`config.mk`:
```
export PLATFORM = sky130hd
export DESIGN_NAME = data_mem_io_flat
export DESIGN_NICKNAME = d
export VERILOG_FILES = /design/src/rtl/data_mem_io_pkg.sv /design/src/rtl/data_mem_io_if.sv /design/src/rtl/data_mem_io_sync_fifo.sv /design/src/rtl/data_mem_io.sv /design/src/flat_wrapper.sv
export SDC_FILE = /design/constraint.sdc
export NUM_CORES = 1
export LEC_CHECK = 0
export CORE_MARGIN = 4
export CORE_UTILIZATION = 45
export CTS_CLUSTER_SIZE = 14
export DETAILED_ROUTE_END_ITERATION = 8
export DONT_BUFFER_PORTS = 1
export PLACE_DENSITY_LB_ADDON = 0.05
export SLEW_MARGIN = 20
export SYNTH_ARGS = -nofsm -noshare
export SYNTH_HDL_FRONTEND = slang
export SYNTH_SLANG_ARGS = --single-unit
```
`constraint.sdc`:
```
create_clock -name CLK -period 5.34 [get_ports CLK]
set_input_delay 1.335 -clock CLK [delete_from_list [all_inputs] [get_ports CLK]]
set_output_delay 1.335 -clock CLK [all_outputs]
set_load 0.01 [all_outputs]
```
`src/rtl/data_mem_io_pkg.sv`:
```
`default_nettype none
// ============================================================================
// Module      : data_mem_io_pkg
// Description : Shared constants, STAT bit positions and state encoding for
//               the data_mem_io memory/I-O responder.
// Revision    : 1.0 - initial release
// ============================================================================
package data_mem_io_pkg;

    localparam int          RAM_AW_DEF  = 7;
    localparam logic [7:0]  IO_BASE_DEF = 8'hF0;
    localparam int          FIFO_AW_DEF = 2;

    // Register offsets inside the I/O window
    localparam logic [7:0]  TXD_OFS  = 8'd0;
    localparam logic [7:0]  STAT_OFS = 8'd1;
    localparam logic [7:0]  RXD_OFS  = 8'd2;

    // Absolute addresses for the default configuration
    localparam logic [7:0]  ADDR_TXD  = IO_BASE_DEF + TXD_OFS;
    localparam logic [7:0]  ADDR_STAT = IO_BASE_DEF + STAT_OFS;
    localparam logic [7:0]  ADDR_RXD  = IO_BASE_DEF + RXD_OFS;
    localparam logic [8:0]  RAM_LIMIT = 9'(1 << RAM_AW_DEF);

    // STAT register bit positions
    localparam int          STAT_TX_EMPTY = 0;
    localparam int          STAT_TX_FULL  = 1;
    localparam int          STAT_RX_FULL  = 2;

    typedef enum logic [0:0] {
        RUN   = 1'b0,
        CLEAR = 1'b1
    } mem_state_e;

    function automatic logic [7:0] pack_stat(input logic rx_full,
                                             input logic tx_full,
                                             input logic tx_empty);
        logic [7:0] v;
        v                = 8'h00;
        v[STAT_RX_FULL]  = rx_full;
        v[STAT_TX_FULL]  = tx_full;
        v[STAT_TX_EMPTY] = tx_empty;
        return v;
    endfunction

endpackage
`default_nettype wire

```
`src/rtl/data_mem_io_if.sv`:
```
`default_nettype none
// ============================================================================
// Module      : data_mem_io_if
// Description : CPU data bus plus TX/RX peripheral streams of data_mem_io.
//               slave = the responder, master = CPU and peripheral side.
// Revision    : 1.0 - initial release
// ============================================================================
interface data_mem_io_if;

    logic [7:0] ADDR;
    logic [7:0] WDATA;
    logic       MW;
    logic [7:0] RDATA;
    logic       STALL;
    logic [7:0] TX_DATA;
    logic       TX_VALID;
    logic       TX_READY;
    logic [7:0] RX_DATA;
    logic       RX_VALID;
    logic       RX_READY;

    modport slave (
        input  ADDR, WDATA, MW, TX_READY, RX_DATA, RX_VALID,
        output RDATA, STALL, TX_DATA, TX_VALID, RX_READY
    );

    modport master (
        output ADDR, WDATA, MW, TX_READY, RX_DATA, RX_VALID,
        input  RDATA, STALL, TX_DATA, TX_VALID, RX_READY
    );

endinterface
`default_nettype wire

```
`src/rtl/data_mem_io_sync_fifo.sv`:
```
`default_nettype none
// ============================================================================
// Module      : sync_fifo
// Description : Single-clock circular FIFO, 2^AW entries, registered output
//               (no fall-through). Push is ignored when full, pop when empty.
// Revision    : 1.0 - initial release
// ============================================================================
module sync_fifo #(
    parameter int WIDTH = 8,
    parameter int AW    = 2
) (
    input  wire logic             CLK,
    input  wire logic             RESET,
    input  wire logic             push,
    input  wire logic [WIDTH-1:0] din,
    input  wire logic             pop,
    output logic      [WIDTH-1:0] dout,
    output logic                  full,
    output logic                  empty,
    output logic      [AW:0]      count
);

    localparam int c_depth = 1 << AW;

    logic [WIDTH-1:0] r_mem [c_depth];
    logic [AW-1:0]    r_wptr;
    logic [AW-1:0]    r_rptr;
    logic [AW:0]      r_count;
    logic             w_push_ok;
    logic             w_pop_ok;

    assign full      = (r_count == (AW+1)'(c_depth));
    assign empty     = (r_count == '0);
    assign count     = r_count;
    assign dout      = r_mem[r_rptr];
    assign w_push_ok = push & ~full;
    assign w_pop_ok  = pop & ~empty;

    // Storage array: written at the write pointer, never reset
    always_ff @(posedge CLK) begin
        if (w_push_ok) begin
            r_mem[r_wptr] <= din;
        end
    end

    // Pointers wrap naturally modulo depth; count tracks occupancy
    always_ff @(posedge CLK) begin
        if (RESET) begin
            r_wptr  <= '0;
            r_rptr  <= '0;
            r_count <= '0;
        end else begin
            if (w_push_ok) r_wptr <= r_wptr + 1'b1;
            if (w_pop_ok)  r_rptr <= r_rptr + 1'b1;
            case ({w_push_ok, w_pop_ok})
                2'b10:   r_count <= r_count + 1'b1;
                2'b01:   r_count <= r_count - 1'b1;
                default: r_count <= r_count;
            endcase
        end
    end

endmodule
`default_nettype wire

```
`src/rtl/data_mem_io.sv`:
```
`default_nettype none
// ============================================================================
// Module      : data_mem_io
// Description : Data-memory responder for the single-cycle lab CPU: 2^RAM_AW
//               byte RAM, TX FIFO and one-entry RX register mapped at IO_BASE.
//               Optional macro DATA_MEM_CLEAR_EN: zero the RAM after reset,
//               stalling the CPU until the sweep completes.
// Revision    : 1.0 - initial release
// ============================================================================
module data_mem_io
    import data_mem_io_pkg::*;
#(
    parameter int         RAM_AW  = RAM_AW_DEF,
    parameter logic [7:0] IO_BASE = IO_BASE_DEF,
    parameter int         FIFO_AW = FIFO_AW_DEF
) (
    input  wire logic     CLK,
    input  wire logic     RESET,
    data_mem_io_if.slave  bus
);

    localparam int         c_ram_depth = 1 << RAM_AW;
    localparam logic [7:0] c_addr_txd  = IO_BASE + TXD_OFS;
    localparam logic [7:0] c_addr_stat = IO_BASE + STAT_OFS;
    localparam logic [7:0] c_addr_rxd  = IO_BASE + RXD_OFS;

    logic [7:0]        r_ram [c_ram_depth];
    logic              r_rx_full;
    logic [7:0]        r_rx_data;

    logic              w_is_ram;
    logic [RAM_AW-1:0] w_ram_idx;
    logic              w_clearing;
    logic [RAM_AW-1:0] w_clr_addr;
    logic              w_stall;
    logic              w_commit;
    logic              w_tx_push;
    logic              w_tx_pop;
    logic              w_tx_full;
    logic              w_tx_empty;
    logic [7:0]        w_tx_dout;
    logic [FIFO_AW:0]  w_tx_count;
    logic              w_rx_pop;
    logic              w_rx_capture;

    assign w_is_ram  = ({1'b0, bus.ADDR} < 9'(c_ram_depth));
    assign w_ram_idx = bus.ADDR[RAM_AW-1:0];

`ifdef DATA_MEM_CLEAR_EN
    mem_state_e        r_state;
    mem_state_e        w_state_nxt;
    logic [RAM_AW-1:0] r_clr_addr;

    // Clear-sweep state register; reset always restarts the sweep at 0
    always_ff @(posedge CLK) begin
        if (RESET) begin
            r_state    <= CLEAR;
            r_clr_addr <= '0;
        end else begin
            r_state <= w_state_nxt;
            if (r_state == CLEAR) r_clr_addr <= r_clr_addr + 1'b1;
        end
    end

    // Leave CLEAR once the last RAM address has been written
    always_comb begin
        w_state_nxt = r_state;
        if (r_state == CLEAR && r_clr_addr == '1) begin
            w_state_nxt = RUN;
        end
    end

    assign w_clearing = (r_state == CLEAR);
    assign w_clr_addr = r_clr_addr;
`else
    assign w_clearing = 1'b0;
    assign w_clr_addr = '0;
`endif

    // Stall decision uses the registered FIFO count only; a same-cycle pop
    // does not open a slot for the store.
    assign w_stall   = w_clearing |
                       (bus.MW & (bus.ADDR == c_addr_txd) & w_tx_full);
    assign w_commit  = bus.MW & ~w_stall;
    assign w_tx_push = w_commit & (bus.ADDR == c_addr_txd);
    assign w_tx_pop  = ~w_tx_empty & bus.TX_READY;
    assign w_rx_pop     = w_commit & (bus.ADDR == c_addr_rxd);
    assign w_rx_capture = bus.RX_VALID & ~r_rx_full;

    sync_fifo #(
        .WIDTH (8),
        .AW    (FIFO_AW)
    ) u_tx_fifo (
        .CLK   (CLK),
        .RESET (RESET),
        .push  (w_tx_push),
        .din   (bus.WDATA),
        .pop   (w_tx_pop),
        .dout  (w_tx_dout),
        .full  (w_tx_full),
        .empty (w_tx_empty),
        .count (w_tx_count)
    );

    // RAM write port: clear sweep has priority over (already stalled) stores
    always_ff @(posedge CLK) begin
        if (w_clearing) begin
            r_ram[w_clr_addr] <= 8'h00;
        end else if (w_commit && w_is_ram) begin
            r_ram[w_ram_idx] <= bus.WDATA;
        end
    end

    // RX holding register: capture when empty, emptied by a store to RXD
    always_ff @(posedge CLK) begin
        if (RESET) begin
            r_rx_full <= 1'b0;
            r_rx_data <= 8'h00;
        end else if (w_rx_capture) begin
            r_rx_full <= 1'b1;
            r_rx_data <= bus.RX_DATA;
        end else if (w_rx_pop) begin
            r_rx_full <= 1'b0;
        end
    end

    // Zero-latency read mux over RAM and the I/O window
    always_comb begin
        bus.RDATA = 8'h00;
        if (w_clearing) begin
            bus.RDATA = 8'h00;
        end else if (w_is_ram) begin
            bus.RDATA = r_ram[w_ram_idx];
        end else if (bus.ADDR == c_addr_stat) begin
            bus.RDATA = pack_stat(r_rx_full, w_tx_full, w_tx_empty);
        end else if (bus.ADDR == c_addr_rxd) begin
            bus.RDATA = r_rx_data;
        end
    end

    assign bus.STALL    = w_stall;
    assign bus.TX_DATA  = w_tx_dout;
    assign bus.TX_VALID = ~w_tx_empty;
    assign bus.RX_READY = ~r_rx_full;

endmodule
`default_nettype wire

```
`src/flat_wrapper.sv`:
```
// flat-port wrapper written by rule: the top's interface ports become plain ports
module data_mem_io_flat import data_mem_io_pkg::*;
#(
    parameter int         RAM_AW  = RAM_AW_DEF,
    parameter logic [7:0] IO_BASE = IO_BASE_DEF,
    parameter int         FIFO_AW = FIFO_AW_DEF
)
  (CLK, RESET, bus_ADDR, bus_WDATA, bus_MW, bus_TX_READY, bus_RX_DATA, bus_RX_VALID, bus_RDATA, bus_STALL, bus_TX_DATA, bus_TX_VALID, bus_RX_READY);
  data_mem_io_if bus_i ();
  input  wire logic CLK;
  input  wire logic RESET;
  input wire logic [$bits(bus_i.ADDR)-1:0] bus_ADDR;
  input wire logic [$bits(bus_i.WDATA)-1:0] bus_WDATA;
  input wire logic [$bits(bus_i.MW)-1:0] bus_MW;
  input wire logic [$bits(bus_i.TX_READY)-1:0] bus_TX_READY;
  input wire logic [$bits(bus_i.RX_DATA)-1:0] bus_RX_DATA;
  input wire logic [$bits(bus_i.RX_VALID)-1:0] bus_RX_VALID;
  output wire logic [$bits(bus_i.RDATA)-1:0] bus_RDATA;
  output wire logic [$bits(bus_i.STALL)-1:0] bus_STALL;
  output wire logic [$bits(bus_i.TX_DATA)-1:0] bus_TX_DATA;
  output wire logic [$bits(bus_i.TX_VALID)-1:0] bus_TX_VALID;
  output wire logic [$bits(bus_i.RX_READY)-1:0] bus_RX_READY;
  assign bus_i.ADDR = bus_ADDR;
  assign bus_i.WDATA = bus_WDATA;
  assign bus_i.MW = bus_MW;
  assign bus_i.TX_READY = bus_TX_READY;
  assign bus_i.RX_DATA = bus_RX_DATA;
  assign bus_i.RX_VALID = bus_RX_VALID;
  assign bus_RDATA = bus_i.RDATA;
  assign bus_STALL = bus_i.STALL;
  assign bus_TX_DATA = bus_i.TX_DATA;
  assign bus_TX_VALID = bus_i.TX_VALID;
  assign bus_RX_READY = bus_i.RX_READY;
  data_mem_io #(.RAM_AW(RAM_AW), .IO_BASE(IO_BASE), .FIFO_AW(FIFO_AW)) u_core (.CLK(CLK), .RESET(RESET), .bus(bus_i));
endmodule
```
==> results of run 1 <==
[how the worst max path moves through the flow]
stage | startpoint | to | slack, ns | cells past startpoint
after global placement | bus_ADDR[3] | bus_RDATA[4] | 0.11 | 8
after floorplan | bus_ADDR[0] | bus_RDATA[3] | 0.94 | 9
after CTS | bus_ADDR[3] | bus_RDATA[4] | 0.09 | 8
after detailed placement | bus_ADDR[3] | bus_RDATA[4] | 0.1 | 8
final | bus_ADDR[1] | bus_RDATA[1] | -0.02 | 10
after global routing | bus_ADDR[1] | bus_RDATA[7] | 0.001 | 11
[registers in the layout, indices dropped and copies added, names as in the netlist, named ones only]
signal                   cells
u_core.r_rx_full             1
u_core.r_ram              1024
u_core.u_tx_fifo.count       3
u_core.u_tx_fifo.r_rptr      2
u_core.u_tx_fifo.r_mem      32
u_core.r_rx_data             8
u_core.u_tx_fifo.r_wptr      2
[cells in the mapped netlist]
library cell	instances	area (µm²)
sky130_fd_sc_hd__nor2b_1	7	43.8
sky130_fd_sc_hd__o2111ai_1	11	96.3
sky130_fd_sc_hd__nand4bb_1	6	67.6
sky130_fd_sc_hd__and2_1	5	31.3
sky130_fd_sc_hd__fa_1	1	20.0
sky130_fd_sc_hd__nand4b_1	4	35.0
sky130_fd_sc_hd__o32ai_1	4	35.0
sky130_fd_sc_hd__ha_1	5	62.6
sky130_fd_sc_hd__inv_1	14	52.6
sky130_fd_sc_hd__a31oi_1	4	25.0
sky130_fd_sc_hd__buf_2	76	380
sky130_fd_sc_hd__dfxtp_1	18	360
sky130_fd_sc_hd__nor4_1	40	250
sky130_fd_sc_hd__nand2_1	33	124
sky130_fd_sc_hd__a22oi_1	3	22.5
sky130_fd_sc_hd__buf_6	3	33.8
sky130_fd_sc_hd__nand2b_1	2	12.5
sky130_fd_sc_hd__or3b_4	1	11.3
sky130_fd_sc_hd__buf_1	4	15.0
sky130_fd_sc_hd__nand3_4	1	17.5
sky130_fd_sc_hd__mux4_2	8	180
sky130_fd_sc_hd__mux2i_1	513	5130
sky130_fd_sc_hd__nand4_1	8	50.1
sky130_fd_sc_hd__o22a_1	11	96.3
sky130_fd_sc_hd__a21oi_1	11	55.1
sky130_fd_sc_hd__nor2b_4	1	13.8
sky130_fd_sc_hd__clkbuf_1	41	154
sky130_fd_sc_hd__nor2_1	188	706
sky130_fd_sc_hd__o21ai_0	30	150
sky130_fd_sc_hd__xor2_1	3	26.3
sky130_fd_sc_hd__xnor2_1	2	17.5
sky130_fd_sc_hd__nor3_1	21	105
sky130_fd_sc_hd__or4b_1	4	40.0
sky130_fd_sc_hd__nand3_1	24	120
sky130_fd_sc_hd__edfxtp_1	1056	31700
sky130_fd_sc_hd__clkbuf_2	1	5.00
sky130_fd_sc_hd__and3_1	1	6.26
sky130_fd_sc_hd__nor4bb_1	1	10.0
sky130_fd_sc_hd__buf_4	14	105
sky130_fd_sc_hd__or3_1	5	31.3
sky130_fd_sc_hd__o22ai_1	213	1330
sky130_fd_sc_hd__nor4_4	1	21.3
sky130_fd_sc_hd__or4_1	5	37.5
[through the flow]
stage          setup WS (ns)  instance area, µm²
6_report             -0.0171               47600
5_1_grt              0.00138               47600
4_1_cts               0.0861               47200
3_5_place_dp          0.0954               43400
3_3_place_gp           0.107               43400
2_1_floorplan          0.941               41800
[power breakdown]
group / leakage (µW) / total [µW] / internal [µW] / switching [µW]
Combinational: 0.00459 / 646 / 236 / 410
Clock: 0.00185 / 7940 / 4650 / 3290
Sequential: 0.00964 / 9280 / 9270 / 7.93
[worst max-delay path: stages]
cell and delay (ns):
sky130_fd_sc_hd__buf_16 0.22, sky130_fd_sc_hd__buf_16 0.25, sky130_fd_sc_hd__buf_16 0.25, sky130_fd_sc_hd__mux2i_2 0.46, sky130_fd_sc_hd__o22ai_1 0.13, sky130_fd_sc_hd__nor4_1 0.29, sky130_fd_sc_hd__nand3_1 0.18, sky130_fd_sc_hd__nand4_1 0.18
sky130_fd_sc_hd__o21ai_0 0.33, sky130_fd_sc_hd__buf_4 0.27
[kinds of logic (layout without fill, tap and decap cells)]
| family | Yosys count | after routing | share of synthesized area (%) |
|---|---|---|---|
| other | 0 | 2 | 0 |
| flip-flops | 1074 | 1074 | 76.7 |
| adder cells (fa/ha/maj) | 6 | 6 | 0.198 |
| AND/OR/NAND/NOR | 358 | 358 | 4.15 |
| multiplexers | 521 | 521 | 12.7 |
| XOR/XNOR | 5 | 5 | 0.105 |
| buffers and inverters | 153 | 319 | 1.78 |
| AO/OA/AOI/OAI | 287 | 287 | 4.34 |
[layer usage]
layer | vias to the layer above | global-route usage [%] | wire length, µm | part of all wire, %
met4 | 6 | 5.53 | 2840 | 2.4
met2 | 910 | 36.6 | 56000 | 46
li1 | 9744 | - | - | -
met1 | 11792 | 33.8 | 52300 | 43
met5 | - | 0 | 45 | 0.037
met3 | 185 | 5.06 | 9270 | 7.7
[final cells by class]
cell class	count	area share, %
Multi-Input combinational cell	1177	19.1
Sequential cell	1074	67.4
Timing Repair Buffer	88	2.17
Clock buffer	153	6.57
Inverter	14	0.110
Antenna cell	2	0.0105
Clock inverter	64	1.41
Tap cell	1243	3.27
[repair_timing]
action / CTS / global route
setup buffers: 0 / 0
hold endpoints to repair: 0 / 0
resized for setup: 0 / 12
setup endpoints to repair: 0 / 8
==> results.txt, run 1 <==
The number of cell rows is roughly 110. The worst-case IR drop observed on VDD is a little under 300 µV. The number of inserted filler cells in the final layout came out at 7510. The synthesized area per cell came out at 17.4 µm². The share of post-route cells with drive strength above 1 is around 11%. The root buffer cell chosen for the clock tree is sky130_fd_sc_hd__clkbuf_16. Counting every sink on the clock net gives between 1000 and 1500.

Summed over all layers, the global routing overflow is 0. The largest fanout of any net on the critical path is 28. The mean number of vias per cell is between 5 and 6. The transition time at the pin with the least slew margin came out at 1.02 ns. The detailed-route wire length is roughly 120000 µm. The leakage dissipation is 0.0161 µW. The gate count of the mapped netlist came out at 2404. The count of buffers added on input and output ports is 0. The cell area after technology mapping came out at around 42000 µm².

The final sum of negative setup slack is -0.0189 ns. After the last flow step, the layout net total stands at 2505. The wire length of the first global-routing pass came out at about 160000 µm.

In this run the most critical hold path is launched from u_core.r_rx_data[2]. The final period demand of the worst path came out at between 5 and 6 ns. The flow ran to the end, but the final reports show violations. The buffer levels on the longest clock path came out at 3. Counting tap cells, the placed design contains a total of between 3000 and 4000 instances.

Dividing the detail-routed wire length by the instance count gives 31.6 µm. STA classifies the critical path endpoint as an output port. The post-route worst setup slack came out at -0.0171 ns. The cell area power density is about 380 nW/µm². After legalization and detailed placement, the total HPWL measured 68600 µm. The number of maximum-capacitance violations came out at 0. The multi-input combinational cells in the finished layout cover a total of roughly 9000 µm².

The tightest min-delay check is of the reg2reg type. The startpoint identified for the worst register-to-register timing path is u_core.u_tx_fifo.count[2]. The number of hold violations in the final report came out at 0. The final routed DRC violation total is 0. The die extent in x is 313 µm. The ratio of final minimum period to clock period came out at 100%. Setup repair after global routing left no endpoint under its margin. The finished layout holds roughly 3800 standard cells, fillers aside. The critical register-to-register path endpoint is u_core.u_tx_fifo.count[2]. The area of the die is about 98000 µm². The initial antenna violation count came out at 9. TritonCTS built the clock tree.

The sequential share of the synthesized area is between 70% and 80%. The clock latency at the later pin of the worst-skew pair is ~0.7 ns. After floorplanning, the core was sized to cover around 92000 µm². The total clock buffers created by CTS is 115.

The post-CTS clock slew at the launch and capture registers of the worst setup and hold paths is about 0.06 ns. The via count of the first global-routing pass came out at 21700. The floorplan step set the die height to around 310 µm. The data required time of the worst path is ~4 ns.

After synthesis the netlist holds a flip-flop and latch count of around 1100. The first detailed-routing pass took 6 iterations. STA classifies the critical path startpoint as an input port. The leading cell type in the layout, fill and taps excluded is sky130_fd_sc_hd__edfxtp_1. The number of antenna-violating nets in the routed design came out at 0. The number of warnings reported in the yosys synthesis log is 0. The critical path is of the in2out type.

The number of buffers added to fix hold violations after cts is 0. The end point of the worst hold path is u_core.r_rx_data[2]. Counting distinct cell types in the post-synthesis netlist gives 43. The cell depth of the worst hold path is 2. Between clock sinks in the finished design, the worst skew comes to approximately 0.022 ns. The count of H-tree levels built during CTS is 3. The overall fraction of global-route tracks in use came out at a little under a quarter.

In the final layout, flip-flops and latches occupy approximately 32000 µm². The end-of-flow core utilization is between 50% and 60%. Leaving out fill and tap cells, the most frequent cells in the layout are 1056 x sky130_fd_sc_hd__edfxtp_1, 510 x sky130_fd_sc_hd__mux2i_1, 213 x sky130_fd_sc_hd__o22ai_1.

The worst slew margin relative to its limit came out at a little under a third. The checks that failed: negative setup slack. In this run the count of I/O pins placed on the die edge is between 40 and 50.

Data on the critical path arrives at its endpoint at 4.02 ns. The overall via count from detail_route came out at between 20000 and 25000. Routability-driven placement finished with a final weighted congestion of 0.829. The maximum number of pins on one net before global-route repair came out at 520. The number of cell instances on the worst register-to-register path came out at 9. The worst hold-check slack came out at roughly 0.46 ns.

The first routing iteration left 2259 violations. The setup check on the worst reg-to-reg path leaves a slack of approximately 2.7 ns. The design draws ~18000 µW. Derived from the worst setup path, the maximum achievable clock frequency is 0.187 GHz. Once the floorplan was initialized, standard cells occupied 45.5% of the core.

When the netlist entered floorplanning its net count stood at 2439. Relative to the synthesized area, the layout overhead comes to 13.9%. The setup violation total in the final timing report came out at 2. The final max-slew violation count came to 0.
Power figures use the tool's default switching activity.
==> run 2, diff against run 1 <==
--- a/config.mk
+++ b/config.mk
@@ -10,7 +10,7 @@
 export CTS_CLUSTER_SIZE = 14
 export DETAILED_ROUTE_END_ITERATION = 8
 export DONT_BUFFER_PORTS = 1
-export PLACE_DENSITY_LB_ADDON = 0.05
+export PLACE_DENSITY = 0.66
 export SLEW_MARGIN = 20
 export SYNTH_ARGS = -nofsm -noshare
 export SYNTH_HDL_FRONTEND = slang
==> run 2 against run 1 <==
Compared with the run above: the flow finishes with violations (max-slew violations, negative setup slack); clock power fell by 8.7%; worst hold slack improved by 0.0051 ns; register-to-register slack improved by 0.07 ns; critical path depth fell by 3; core utilization fell by 1.1 points; non-clock buffer count fell by 28; critical path type unchanged; critical endpoint is now bus_RDATA[3]; highest routed layer is now met4.
==> results.txt, run 2 (synthesis gave the netlist of run 1 again) <==
The cell area power density is 365 nW/µm². STA classifies the critical path endpoint as an output port. During placement, the flow inserted port buffers numbering 0. On the worst path, the slowest cell contributes a delay of between 1 and 1.5 ns.

The die covers just under 100000 µm². Global routing used 21.7% of the available tracks across all layers. The clock latency at the later pin of the worst-skew pair came out at between 0.6 and 0.7 ns. The final reports fail on max-slew violations, negative setup slack.

The number of nets in the final layout is roughly 2500. The number of design-rule violations left by the first detailed-router iteration came out at 2919. In the routed layout, each cell is associated on average with a via count of around 6.0.

Pin placement for this block handled 48 I/O pins. The post-CTS clock slew at the launch and capture registers of the worst setup and hold paths came out at 0.06 ns. The initial antenna violation count came to 4.

The number of hold violations in the final report came out at 0. The largest fanout of any net on the critical path is ~520. The final design area excluding fillers is around 47000 µm².

The overall via count from detail_route came out at about 23000. The flip-flop count of the largest register after layout came out at ~1000. The path class of the tightest hold or removal check is reg2reg. The core outline area is around 92000 µm². The final max-slew violation count is between 300 and 400. The layout overhead on the synthesized area is 11.5%. The share of post-route cells with drive strength above 1 came out at 9.15%. In this run, post-CTS hold repair placed 0 buffers. The post-route worst setup slack came out at -1.12 ns. Once the clock tree was built, the resizer swapped 0 gates to a different size.

The half-perimeter wire length after detailed placement is 64400 µm. The final routed DRC violation total is 0. The first global-routing pass estimated 155000 µm of wire. Setup violations remaining at the end of the flow were counted as 8. The setup fix buffers added after clock tree synthesis is 0.

Once the floorplan was initialized, standard cells occupied a little under half of the core. The placement-stage cell area is ~43000 µm². The library cells used most frequently in the layout, excluding fill and tap cells, are 1056 x sky130_fd_sc_hd__edfxtp_1, 513 x sky130_fd_sc_hd__mux2i_1, 213 x sky130_fd_sc_hd__o22ai_1.

The library cell used as clock root buffer is sky130_fd_sc_hd__clkbuf_16. The worst slew margin relative to its limit is -74.0%. Leaving out fill and tap cells, the most frequent cell in the layout is sky130_fd_sc_hd__edfxtp_1. The worst-case IR drop observed on VDD is around 270 µV. The buffer and inverter count on the worst path is 1. The largest registers in the layout are u_core.r_ram: 1024 flops, u_core.u_tx_fifo.r_mem: 32 flops, u_core.r_rx_data: 8 flops. The buffer levels on the longest clock path is 3. Setup repair after global routing left no endpoint under its margin. The aggregate global routing overflow came out at 0. Wires add up to ~110000 µm.

The final period demand of the worst path is about 6.5 ns. The die extent in x came out at 313 µm. The kind of start point of the critical path is an input port.

The via count of the first global-routing pass came to between 20000 and 25000. Of the available clock period, the critical path in the final layout requires 121%. For this design the static power due to leakage is approximately 0.016 µW.

The number of maximum-capacitance violations is 0. The clock sink count is 1074. The maximum achievable frequency came out at 0.155 GHz.

At the pin with the least slew margin, the transition time is between 2 and 3 ns. The average wire per standard cell is around 29 µm. The layout has about 7500 filler cells. The number of cell rows came out at 111. The flow ran to the end, but the final reports show violations. Counting the buffers created by CTS gives 104. The y dimension of the die is between 300 and 400 µm. The number of antenna-violating nets in the routed design is 0. The maximum number of pins on one net before global-route repair is between 500 and 600.

The register with the most flip-flops in the final layout is u_core.r_ram. The signal on the critical path passes through mux2i_1 > o22ai_1 > nor4_1 > o2111ai_1 > nand3_1 > o32ai_1 > buf_4. The CTS tree is yes. The data required time of the worst path is around 4.0 ns. The count of H-tree levels built during CTS is 3. The post-placement worst setup slack came out at about 0.32 ns. The largest individual stage delay along the critical path comes from the cell sky130_fd_sc_hd__mux2i_1.

The data arrival at the endpoint of the critical path came out at 5.12 ns. The first-pass detailed-route iteration total came out at 7. On the final layout, the worst clock skew is just under 0.004 ns. Routability-driven placement finished with a final weighted congestion of between 0.9 and 1. The worst setup path is of the in2out kind. Grouping stages by cell kind, the critical path spends the most delay in multiplexers.
-- run 2: changes by cell type in the layout (fill, tap and decap cells not counted), sizes merged --
cell,delta
buf,-18
clkbuf,-38
bufinv,-1
clkinv,+4
clkinvlp,-4
-- run 2: tightest hold or removal path, stage by stage (launching register included) --
cell	delay [ns]
sky130_fd_sc_hd__dfxtp_1	0.31
sky130_fd_sc_hd__nand2_1	0.06
sky130_fd_sc_hd__a21oi_1	0.06
-- run 2: layout make-up --
| type | count | area (µm²) | area share [%] |
|---|---|---|---|
| timing repair buffer | 60 | 526 | 1.13 |
| tap | 1243 | 1560 | 3.34 |
| multi-input combinational | 1177 | 9020 | 19.4 |
| sequential | 1074 | 32100 | 68.8 |
| clock buffer | 125 | 2730 | 5.86 |
| clock inverter | 63 | 641 | 1.37 |
| inverter | 14 | 52.6 | 0.113 |
| antenna | 2 | 5.00 | 0.0107 |
-- run 2: path summary, 6_finish.rpt --
check                                                from                         to  slack (ns)  depth (start not counted)
worst max-delay path                          bus_ADDR[1]               bus_RDATA[3]       -1.12                          7
worst min-delay path                  u_core.r_rx_data[6]        u_core.r_rx_data[6]        0.46                          2
worst max register to register  u_core.u_tx_fifo.count[0]  u_core.u_tx_fifo.count[2]        2.73                         11
worst min register to register        u_core.r_rx_data[6]        u_core.r_rx_data[6]        0.46                          2
-- run 2: metal layers --
metal,track usage (%),wire length (µm),vias up
met5,0,0,-
met4,7.83,4240,0
met3,5.63,11500,244
met2,34.6,50900,1326
met1,29.0,41100,11420
li1,-,-,9616
-- run 2: stage by stage --
step | power [µW] | hold slack, ns | utilization, % | instances | setup TNS [ns]
floorplan | 9840 | 0.436 | - | 2404 | 0
CTS | 17000 | 0.467 | 50.7 | 3756 | 0
finish | 17000 | 0.461 | 50.7 | 3758 | -8.17
detailed placement | 9910 | 0.458 | 47.0 | 3568 | 0
global route | 17400 | 0.491 | 50.7 | 3756 | 0
global placement | 9900 | 0.440 | 47.0 | 3568 | 0
-- run 2: power by group --
group	total, µW	internal, µW	switching (µW)
Sequential	9280	9270	7.11
Clock	7250	4140	3110
Combinational	496	229	267
==> run 3, diff against run 2 <==
--- a/config.mk
+++ b/config.mk
@@ -6,11 +6,11 @@
 export NUM_CORES = 1
 export LEC_CHECK = 0
 export CORE_MARGIN = 4
-export CORE_UTILIZATION = 45
+export CORE_UTILIZATION = 59
 export CTS_CLUSTER_SIZE = 14
 export DETAILED_ROUTE_END_ITERATION = 8
 export DONT_BUFFER_PORTS = 1
-export PLACE_DENSITY = 0.66
+export PLACE_DENSITY = 0.81
 export SLEW_MARGIN = 20
 export SYNTH_ARGS = -nofsm -noshare
 export SYNTH_HDL_FRONTEND = slang
==> run 3 against run 2 <==
Compared with the run above: worst hold slack lost 0.0011 ns; critical path depth increased by 1; final area decreased by 1.1%; count of clock-buffer cells in the layout increased by 4; total power fell by 2.5%; the run ends with design-rule violations, max-slew violations, negative setup slack left; final cell count decreased by 7.8%; largest power group unchanged; sequential share of layout area is 0.78 points higher; wire length is 0.29% lower; via count is 4.8% higher; critical endpoint is now bus_RDATA[7]; sequential cell count stayed put.
==> results.txt, run 3 (synthesis gave the netlist of run 1 again) <==
The flow ran to the end, but the final reports show violations. The checks that failed: design-rule violations, max-slew violations, negative setup slack. The half-perimeter wire length after detailed placement is approximately 64000 µm. The transition time at the pin with the least slew margin came out at between 3 and 4 ns.

The die extent in x came out at around 270 µm. The tightest hold path in the finished design has a slack of roughly 0.46 ns. The number of top-level pins came out at 48. The setup fix buffers added after clock tree synthesis came out at 0. In this run the worst hold path is classified as reg2reg.

Derived from the worst setup path, the maximum achievable clock frequency is about 0.13 GHz. The end-of-flow core utilization came out at around two thirds. The overall via count from detail_route is approximately 24000. The count of H-tree levels built during CTS came out at 3. The path with the worst hold slack has its endpoint at u_core.r_rx_data[4].

The switching part of the total came out at 19.9%. The detailed-route wire length came out at roughly 110000 µm. The power share of the combinational group is between 3 and 4%. The final period demand of the worst path is between 7 and 8 ns. With fillers left out, the area of the finished cells amounts to ~46000 µm². The cell depth of the worst hold path came out at 2. The number of cell rows is between 90 and 100. The number of inserted filler cells in the final layout is roughly 4500. Post-CTS repair changed the size of 0 cells. The ratio of final minimum period to clock period is 141%. The critical path's largest stage delay is roughly 1.5 ns.

The initial antenna violation count came out at 1. Of the total power, registers draw roughly 56%. The wire length of the first global-routing pass is 155000 µm. The critical path goes through mux2i_1 > o22ai_1 > nor4_1 > buf_4 > o2111ai_1 > nand3_1 > o32ai_1 > buf_4. The count of buffers inserted at the top-level ports is 0. The average wire per standard cell is approximately 31 µm.

Using the TritonRoute via totals, the vias-per-cell ratio works out to a little under 7. The register with the most flip-flops is u_core.r_ram. The worst setup skew after layout is approximately 0.016 ns. The placement-stage cell area is around 43000 µm². Leaving out fill and tap cells, the most frequent cell in the layout is sky130_fd_sc_hd__edfxtp_1. The core outline area came out at 70100 µm². The worst slew margin relative to its limit is -149%. The routability congestion estimate from global placement is 1.02. The clock latency at the later pin of the worst-skew pair came out at between 0.6 and 0.7 ns. For this configuration, the core starts out at a cell density of 59.6%. The largest fanout of any net on the critical path is between 500 and 600. The number of nets in the final layout came out at around 2500. After detailed routing, the number of remaining DRC violations is 3. In this design, the critical path's most frequently occurring cell is sky130_fd_sc_hd__buf_4. Once detail routing completed, the nets flagged for antenna violations numbered 0. The area of the die is 75200 µm². The largest individual stage delay along the critical path comes from the cell sky130_fd_sc_hd__mux2i_1.

The clock power share is between 40% and 50%. The type of the worst setup path is in2out. In this run the register-to-register setup slack is around 2.4 ns. The worst setup path is launched from an input port. The y dimension of the die is approximately 270 µm. The data required time of the worst path is ~4.0 ns. The flip-flop count of the largest register after layout came out at 1024.

The total internal power is between 10000 and 15000 µW. The first-pass detailed-route iteration total is 9. The via count of the first global-routing pass is roughly 23000. The tree built by TritonCTS fans out to approximately 1100 sinks.

The total clock buffers created by CTS is 98. Power spread over the standard cell area amounts to 360 nW/µm². The worst hold path begins at u_core.r_rx_data[4]. The final max-slew violation count is 400.

The switching power is approximately 3300 µW. The endpoint type of the worst setup path is an output port. Among cell families on the critical path, the largest total delay comes from multiplexers.

The number of hold violations in the final report came out at 0. After the first detailed-routing iteration, the DRC count stood at 4006. In the final layout, the registers with the most flip-flops are u_core.r_ram: 1024 flops, u_core.u_tx_fifo.r_mem: 32 flops, u_core.r_rx_data: 8 flops. For the worst setup path, the data arrival time is around 6.2 ns.

The aggregate global routing overflow is 0. CTS placed an instance of sky130_fd_sc_hd__clkbuf_16 at the clock tree root. TritonCTS built the clock tree. The leakage dissipation is ~0.016 µW. After clock tree synthesis, the clock-pin slew on the worst setup and hold paths is 0.06 ns.

The number of antenna diodes came out at 0. Across all setup checks in the final design, the least slack found is -2.18 ns. Leaving out fill and tap cells, the most frequent cells in the layout are 1056 x sky130_fd_sc_hd__edfxtp_1, 513 x sky130_fd_sc_hd__mux2i_1, 213 x sky130_fd_sc_hd__o22ai_1. The number of cell instances on the worst register-to-register path came out at 10. Setup total negative slack on the finished layout was measured at -15.61 ns. The overall fraction of global-route tracks in use is roughly 28%.

The buffer and inverter count on the worst path came out at 2. The number of maximum-capacitance violations is 0. Setup repair after global routing left no endpoint under its margin. In this run the critical register-to-register path is captured at u_core.u_tx_fifo.count[2]. The maximum number of pins on one net before global-route repair is 520.

Before CTS, the worst setup slack after placement is around 0.11 ns. The layout overhead on the synthesized area is 10.2%. Setup violations remaining at the end of the flow were counted as 8. The maximum vdd drop came out at around 370 µV. The share of post-route cells with drive strength above 1 came out at a little under 9%.

The number of buffers added to fix hold violations after cts is 0. In this run the critical register-to-register path is launched from u_core.u_tx_fifo.count[0]. The clock passes through at most 3 buffers.
run 3: changes by cell type in the layout (fill, tap and decap cells not counted), moves of 2 or more:
cell and delta:
sky130_fd_sc_hd__buf_12 +3, sky130_fd_sc_hd__buf_4 +14, sky130_fd_sc_hd__bufinv_16 -4, sky130_fd_sc_hd__clkbuf_1 +11
sky130_fd_sc_hd__clkbuf_16 -4, sky130_fd_sc_hd__clkbuf_8 -3, sky130_fd_sc_hd__clkinv_1 +7, sky130_fd_sc_hd__clkinv_16 -2
sky130_fd_sc_hd__clkinv_2 -9, sky130_fd_sc_hd__diode_2 -2
run 3: how the worst max path moves through the flow:
stage / from / end / slack [ns] / cells past startpoint
finish: bus_ADDR[1] / bus_RDATA[7] / -2.18 / 8
global route: bus_ADDR[2] / bus_RDATA[3] / 0.009 / 8
CTS: bus_ADDR[3] / bus_RDATA[3] / 0.14 / 8
detailed placement: bus_ADDR[3] / bus_RDATA[3] / 0.11 / 8
global placement: bus_ADDR[3] / bus_RDATA[3] / 0.28 / 8
floorplan: bus_ADDR[0] / bus_RDATA[3] / 0.94 / 9
run 3: cell type report:
type | instances | area (µm²) | share of cell area, %
Tap cell | 940 | 1180 | 2.55
Timing Repair Buffer | 77 | 691 | 1.50
Sequential cell | 1074 | 32100 | 69.6
Multi-Input combinational cell | 1177 | 9030 | 19.6
Inverter | 14 | 52.6 | 0.114
Clock inverter | 54 | 434 | 0.942
Clock buffer | 129 | 2630 | 5.71
run 3: worst min-delay path: stages (launching register included):
cell,delay (ns)
sky130_fd_sc_hd__dfxtp_1,0.31
sky130_fd_sc_hd__nand2_1,0.05
sky130_fd_sc_hd__a21oi_1,0.05
run 3: power groups by stage:
stage,sequential (µW),combinational [µW],clock [µW]
finish,9280,536,6780
global route,9270,493,7130
CTS,9280,462,6780
detailed placement,9460,459,0
global placement,9460,453,0
floorplan,9460,382,0
run 3: per-layer routing:
layer	routed length, µm	vias up	GRT usage [%]	share of wire (%)
met1	37900	11742	38.2	35
met2	49100	1926	43.6	46
li1	-	9643	-	-
met5	0	-	0	0
met3	14700	383	7.94	14
met4	5790	0	12.9	5.4
run 3: per-stage QoR:
step,total power (µW),cells
after floorplan,9840,2404
after detailed placement,9920,3282
after global routing,16900,3465
final,16600,3465
after global placement,9910,3282
after CTS,16500,3465
